**config.mk**
```make
export PLATFORM = sky130hd
export DESIGN_NAME = bus_arbiter
export DESIGN_NICKNAME = d
export VERILOG_FILES = /design/src/rtl/bus_pkg.sv /design/src/rtl/bus_arbiter_rr_picker.sv /design/src/rtl/bus_arbiter.sv
export SDC_FILE = /design/constraint.sdc
export NUM_CORES = 1
export LEC_CHECK = 0
export ABC_AREA = 1
export BUFFER_PORTS_ARGS = -buffer_cell sky130_fd_sc_hd__buf_2
export CORE_AREA = 8 8 92 61
export CTS_BUF_LIST = sky130_fd_sc_hd__clkbuf_4 sky130_fd_sc_hd__clkbuf_8
export DETAILED_ROUTE_END_ITERATION = 6
export DIE_AREA = 0 0 100 69
export PLACE_DENSITY_LB_ADDON = 0.05
export SYNTH_ARGS = -nofsm -noshare
export SYNTH_HDL_FRONTEND = slang
export SYNTH_HIERARCHICAL = 1
export SYNTH_SLANG_ARGS = --single-unit
```
**constraint.sdc**
```tcl
create_clock -name clk -period 1 [get_ports clk]
set_input_delay 0.05 -clock clk [delete_from_list [all_inputs] [get_ports clk]]
set_output_delay 0.05 -clock clk [all_outputs]
set_load 0.02 [all_outputs]
```
**src/rtl/bus_pkg.sv**
```systemverilog
// Shared types and constants for the simple-bus manager arbiter.
// Consumed by bus_arbiter (optional watchdog macro: BUS_ARB_TIMEOUT_EN).
package bus_pkg;

  localparam int DEF_ADDR_W = 8;
  localparam int DEF_DATA_W = 32;

  localparam logic RESP_OK  = 1'b0;
  localparam logic RESP_ERR = 1'b1;

  typedef enum logic {
    IDLE = 1'b0,
    BUSY = 1'b1
  } arb_state_t;

endpackage

```
**src/rtl/bus_arbiter_rr_picker.sv**
```systemverilog
// Combinational round-robin selector: first requester after i_last_grant,
// wrapping modulo NUM_MGR.
module rr_picker #(
  parameter int NUM_MGR = 2,
  parameter int IDX_W   = $clog2(NUM_MGR)
) (
  input  logic [NUM_MGR-1:0] i_req,
  input  logic [IDX_W-1:0]   i_last_grant,
  output logic [IDX_W-1:0]   o_grant,
  output logic               o_any_req
);

  always_comb begin
    // NOTE: every output gets a default before the loop so no path leaves it
    // unassigned; without it synthesis would infer a latch.
    o_grant   = '0;
    o_any_req = |i_req;
    // Walk from the farthest candidate to the nearest so the nearest wins.
    for (int i = NUM_MGR; i >= 1; i--) begin
      if (i_req[(int'(i_last_grant) + i) % NUM_MGR]) begin
        o_grant = IDX_W'((int'(i_last_grant) + i) % NUM_MGR);
      end
    end
  end

endmodule

```
**src/rtl/bus_arbiter.sv**
```systemverilog
// Round-robin arbiter sharing the downstream simple-bus path between managers;
// grant held for a whole transaction. Optional watchdog: BUS_ARB_TIMEOUT_EN.
module bus_arbiter
  import bus_pkg::*;
#(
  parameter int NUM_MGR        = 2,
  parameter int ADDR_W         = DEF_ADDR_W,
  parameter int DATA_W         = DEF_DATA_W,
  parameter int TIMEOUT_CYCLES = 16
) (
  input  logic                        clk,
  input  logic                        rst,
  input  logic [NUM_MGR-1:0]          m_valid,
  input  logic [NUM_MGR-1:0]          m_wr_en,
  input  logic [NUM_MGR*ADDR_W-1:0]   m_addr,
  input  logic [NUM_MGR*DATA_W-1:0]   m_wdata,
  output logic [NUM_MGR-1:0]          m_ready,
  output logic [DATA_W-1:0]           m_rdata,
  output logic                        m_resp,
  output logic                        s_valid,
  output logic                        s_wr_en,
  output logic [ADDR_W-1:0]           s_addr,
  output logic [DATA_W-1:0]           s_wdata,
  input  logic                        s_ready,
  input  logic [DATA_W-1:0]           s_rdata,
  input  logic                        s_resp,
  output logic [$clog2(NUM_MGR)-1:0]  grant_id,
  output logic                        busy
`ifdef BUS_ARB_TIMEOUT_EN
  ,output logic                       timeout_err
`endif
);

  localparam int IDX_W = $clog2(NUM_MGR);

  arb_state_t       r_state;
  logic [IDX_W-1:0] r_grant_id;
  logic [IDX_W-1:0] r_last_grant;

  logic [IDX_W-1:0] w_next_grant;
  logic             w_any_req;
  logic             w_timeout;
  logic             w_done;

  rr_picker #(
    .NUM_MGR (NUM_MGR),
    .IDX_W   (IDX_W)
  ) u_rr_picker (
    .i_req        (m_valid),
    .i_last_grant (r_last_grant),
    .o_grant      (w_next_grant),
    .o_any_req    (w_any_req)
  );

  assign w_done = s_ready || w_timeout;

  // NOTE: state registers use non-blocking assignments so every flop samples
  // the pre-edge values regardless of statement order.
  always_ff @(posedge clk) begin
    if (rst) begin
      r_state      <= IDLE;
      r_grant_id   <= '0;
      r_last_grant <= IDX_W'(NUM_MGR - 1);
    end else begin
      case (r_state)
        IDLE: begin
          if (w_any_req) begin
            r_grant_id <= w_next_grant;
            r_state    <= BUSY;
          end
        end
        BUSY: begin
          if (w_done) begin
            r_last_grant <= r_grant_id;
            r_state      <= IDLE;
          end
        end
        default: r_state <= IDLE;
      endcase
    end
  end

`ifdef BUS_ARB_TIMEOUT_EN
  localparam int CNT_W = $clog2(TIMEOUT_CYCLES + 1);

  logic [CNT_W-1:0] r_tmo_cnt;
  logic             r_timeout_err;

  // Holding the counter at zero while idle is equivalent to clearing on entry.
  always_ff @(posedge clk) begin
    if (rst) begin
      r_tmo_cnt     <= '0;
      r_timeout_err <= 1'b0;
    end else if (r_state == IDLE) begin
      r_tmo_cnt <= '0;
    end else begin
      r_tmo_cnt <= r_tmo_cnt + 1'b1;
      if (w_timeout) r_timeout_err <= 1'b1;
    end
  end

  assign w_timeout   = (r_state == BUSY) && !s_ready &&
                       (r_tmo_cnt == CNT_W'(TIMEOUT_CYCLES - 1));
  assign timeout_err = r_timeout_err;
`else
  assign w_timeout = 1'b0;
`endif

  assign s_valid  = (r_state == BUSY);
  assign busy     = (r_state == BUSY);
  assign grant_id = r_grant_id;

  always_comb begin
    m_ready = '0;
    m_rdata = '0;
    m_resp  = RESP_OK;
    s_wr_en = 1'b0;
    s_addr  = '0;
    s_wdata = '0;
    if (r_state == BUSY) begin
      s_wr_en = m_wr_en[r_grant_id];
      s_addr  = m_addr[int'(r_grant_id)*ADDR_W +: ADDR_W];
      s_wdata = m_wdata[int'(r_grant_id)*DATA_W +: DATA_W];
      // A reset cycle abandons the transaction, so no completion escapes it.
      if (!rst) begin
        if (s_ready) begin
          m_ready[r_grant_id] = 1'b1;
          m_rdata             = s_rdata;
          m_resp              = s_resp;
        end else if (w_timeout) begin
          m_ready[r_grant_id] = 1'b1;
          m_resp              = RESP_ERR;
        end
      end
    end
  end

endmodule

```
== Yosys cells after proc, flatten, opt, wreduce, memory -nomap -nowiden ==
Cells that the tools add are included.
Cells by class
  add/sub/neg operators: 2
  magnitude comparators: 4
  shifts and indexed selects: 2
  multiplexer cells: 27
  bitwise logic cells: 3
  reductions and logical operators: 4
Operators by type and width (count)
  32-bit 2-to-1 mux: 4
  64-bit by 7-bit indexed part select with 32-bit output: 1
  1-bit 2-to-1 mux: 17
  16-bit by 5-bit indexed part select with 8-bit output: 1
  8-bit 2-to-1 mux: 1
  2-bit by 3-bit less-than comparator with 1-bit output (second input constant): 2
  2-bit 2-to-1 mux: 3
  2-bit AND reduction: 2
  1-bit adder (second input constant): 2
  1-bit bitwise AND (first input constant): 2
  1-bit by 2-bit less-than comparator with 1-bit output (second input constant): 1
  1-bit case mux with 2 select lines: 1
  2-bit OR reduction: 1
  1-bit demux with 1-bit select: 1
  1-bit greater-or-equal comparator (second input constant): 1
  1-bit logical AND: 1
  1-bit NOT: 1
Storage, ports and cells
  bits in registers: 3
  bits of input ports: 120
  output and inout bits: 79
  word-level logic and storage cells: 45

== Longest topological paths before layout ==
  depth after elaboration: 7
  gate-level depth with buffers: 6

== Hierarchy ==
The synthesis kept the hierarchy.
Modules (own cells, without submodules)
  bus_arbiter: instances 1, cells each 227, area each 1129.8 um^2
  rr_picker: instances 1, cells each 3, area each 15.0 um^2

== Worst setup path before layout ==
Ideal clock, no wire load.
  path type: register to output
  from: register r_grant_id (netlist: grant_id)
  to: output m_ready[1]
  arrival time: 1254 ps
  data required time: 950 ps
  path slack: -304 ps
  stages on the path, launching flop included: 5
  buffers on the path: 2
  path through: dfxtp_1 buf_4 clkinv_1 buf_6 nor2_1
Between the ends
  cells in the longest elaborated chain, start to end: 7
Ends and longest elaborated chain
  from (decl): RTL line bus_arbiter.sv:37  | logic [IDX_W-1:0] r_grant_id;
  from (signal assigned): RTL line bus_arbiter.sv:68  | r_grant_id <= w_next_grant;
  1-bit by 2-bit less-than comparator with 1-bit output or 1-bit greater-or-equal comparator (tied branches)
  1-bit logical AND
  1-bit 2-to-1 mux
  1-bit demux with 1-bit select (*)
  2-bit 2-to-1 mux (*): RTL line bus_arbiter.sv:126  | if (s_ready) begin
  2-bit 2-to-1 mux (*): RTL line bus_arbiter.sv:125  | if (!rst) begin
  2-bit 2-to-1 mux (*): RTL line bus_arbiter.sv:120  | if (r_state == BUSY) begin
  to (decl): RTL line bus_arbiter.sv:17  | output logic [NUM_MGR-1:0] m_ready,
Mark *: on every way between the ends. The rest lies on a longest branch, timed or not.

== Worst setup path in the final report ==
  from: register r_state (netlist: busy)
  to: output m_rdata[18]
Between the ends
  cells in the longest elaborated chain, start to end: 1
Ends and longest elaborated chain
  from (decl): RTL line bus_arbiter.sv:36  | arb_state_t r_state;
  from (signal assigned): RTL line bus_arbiter.sv:61  | r_state <= IDLE;
  from (signal assigned): RTL line bus_arbiter.sv:69  | r_state <= BUSY;
  from (signal assigned): RTL line bus_arbiter.sv:75  | r_state <= IDLE;
  32-bit 2-to-1 mux: RTL line bus_arbiter.sv:120
  to (decl): RTL line bus_arbiter.sv:18  | output logic [DATA_W-1:0] m_rdata,
No other way between the ends.

==> metrics.md <==
| Metric | Value |
|---|---|
| Status | `finished with violations` |
| Failing checks | `setup timing` |
| Initial DRC Count | `70` |
| Post-synth cell types | `19` |
| H-tree Lvls | `1` |
| GR Overflow Total | `0` |
| Worst EP required | `950 ps` |
| Crit-path cells | `nand2_4 > inv_4 > nand2_8 > buf_16 > nor2_4 > buf_6` |
| Number of global-route vias before repair | `2,164` |
| Synth Net Count | `350` |
| Initial DRT Pass Iterations | `4` |
| Largest net degree at the start of global routing | `46` |
| DR DRC count | `0` |
| Synthesized area | `1140 um^2` |
| Final clock skew | `2.09 ps` |
| Leakage | `1.75 nW` |
| RSZ-0062 raised after global routing | `true` |
| Final hold violation count | `0` |
| Placed cell area | `2530 um^2` |
| Skew-Pair Late Insertion Delay | `220 ps` |
| Ports | `199` |
| N_diodes | `0` |
| Layout Cells excl Fill | `505` |
| Placed insts | `492` |
| All-Layer GR Usage | `19.1%` |
| MaxCap Viol Count | `0` |
| Antenna violations before repair | `0` |
| Die footprint | `6900 um^2` |
| Largest stage delay, worst path | `370 ps` |
| Setup-failing EPs final | `81` |
| Hold_buf cts | `0` |
| Power per cell area | `675 nW/um^2` |
| WP buf/inv | `3` |
| Synth-to-Final Area Change | `203%` |
| Overall Power | `2.34 mW` |
| Final Util | `80.1%` |
| Minimum clock period | `1280 ps` |
| Routed vias | `2,217` |
| Initial Util | `26.5%` |
| Synthesized netlist cell count | `230` |
| Die H | `69 um` |
| Sequential Area | `67.6 um^2` |
| Layout cells sized above 1 | `79.4%` |
| Avg Inst Size Synth | `4.98 um^2` |
| Synth Warn # | `6` |
| Startpoint type of the worst setup path | `register` |
| Multi-input gate area | `1250 um^2` |
| Sink Count | `3` |
| Nets | `563` |
| Clock Path Buffers | `2` |
| CTS root buf | `clkbuf_8` |
| Num rows | `19` |
| Worst setup EP type | `primary output` |
| Worst slew margin | `86.8%` |
| Most common cell after layout, fill and taps aside | `buf_2` |
| Seq/Total Area, Yosys | `5.25%` |
| Finished Cell Area | `3470 um^2` |
| Critical Path Fanout Max | `8` |
| Dpl ws | `-58.3 ps` |
| Slowest CP cell | `dfxtp_4` |
| Crit-path leading delay family | `flip-flops` |
| Core area | `4330 um^2` |
| CTS Buf Count | `3` |
| RD Place Congestion | `0.769` |
| Post-DRT Antenna Nets | `0` |
| Routed WL | `8.02 mm` |
| Most frequent cells in the layout | `buf_2, buf_6, nor2_2` |
| Setup WS post-layout | `-279 ps` |
| Fillcell total | `313` |
| I/O Buffers | `198` |
| Vias per cell | `4.39` |
| Worst setup path class | `register to primary output` |
| Avg WL per Cell | `15.9 um` |
| Fin crit share | `128%` |
| #FFs+latches synth | `3` |
| Horiz. Die Dim | `100 um` |
| Fmax | `0.782 GHz` |
| Clock transition at path regs | `30 ps` |
| WHS | `176 ps` |
| Peak VDD IR | `0.648 mV` |
| Post-detail-place hpwl | `5.48 mm` |
| Setup TNS | `-18,590 ps` |
| TritonCTS clock tree | `yes` |
| Least-Margin Pin Slew | `196 ps` |
| Final Max Slew Viols | `0` |
| First-pass GRT wire length | `10.8 mm` |
| HP Class | `input pin to register` |
| CP Data Arrival Time | `1230 ps` |
-- path summary, 6_finish.rpt --
check | start | end | slack, ps | cells after the start
setup reg to reg | busy | grant_id | -90 | 7
hold / removal | s_ready | r_last_grant | 180 | 4
setup / recovery | busy | m_rdata[18] | -280 | 6
hold reg to reg | r_last_grant | r_last_grant | 500 | 2
-- routing by layer --
| layer | GRT usage [%] | vias up | share of wire (%) |
|---|---|---|---|
| met5 | 0 | - | 0 |
| met4 | 5.00 | 0 | 1.2 |
| met3 | 4.71 | 8 | 6.2 |
| met2 | 38.9 | 87 | 57 |
| met1 | 18.3 | 1014 | 36 |
| li1 | - | 1108 | - |
-- tightest hold or removal path, cell delays in order --
cell and delay (ps):
buf_2 120, nand2_4 70, nand2_1 50, nand3_1 70
-- flip-flops by register name (all words and copies together) (netlist names) --
signal / flops
grant_id: 1
r_last_grant: 1
busy: 1
-- cells by family after synthesis --
kind of cell    Yosys count  synth area share [%]
compound gates           44                  19.2
flops                     3                  5.25
simple gates            127                  50.8
buf+inv                  56                  24.7
-- cells in the mapped netlist, drive strengths merged --
| master | n | area (um^2) |
|---|---|---|
| nor2 | 119 | 537 |
| o21ai | 42 | 210 |
| inv | 38 | 143 |
| buf | 10 | 110 |
| clkbuf | 7 | 26.3 |
| nand2 | 5 | 28.8 |
| dfxtp | 3 | 60.1 |
| a21oi | 2 | 10.0 |
| nand3 | 2 | 10.0 |
| clkinv | 1 | 3.75 |
| or2 | 1 | 6.26 |
-- power breakdown --
group / switching, mW / leakage, nW / internal, mW / total, mW
clock: 0.0936 / 0.0262 / 0.300 / 0.394
combinational: 0.927 / 1.69 / 0.864 / 1.79
sequential: 0.0243 / 0.0261 / 0.131 / 0.156
-- area by class of cell --
cell class	count	area share [%]
multi-input combinational	171	36.0
timing repair buffer	225	53.8
clock buffer	4	1.41
inverter	39	4.51
sequential	3	1.95
tap	63	2.27
-- repair_timing --
item | CTS | global route
gates resized for setup | 148 | 109
pin swaps | 0 | 1
cloned | 2 | 4
setup endpoints to repair | 79 | 80
setup buffers | 0 | 3
No activity file was read; power rests on OpenSTA's default activity.
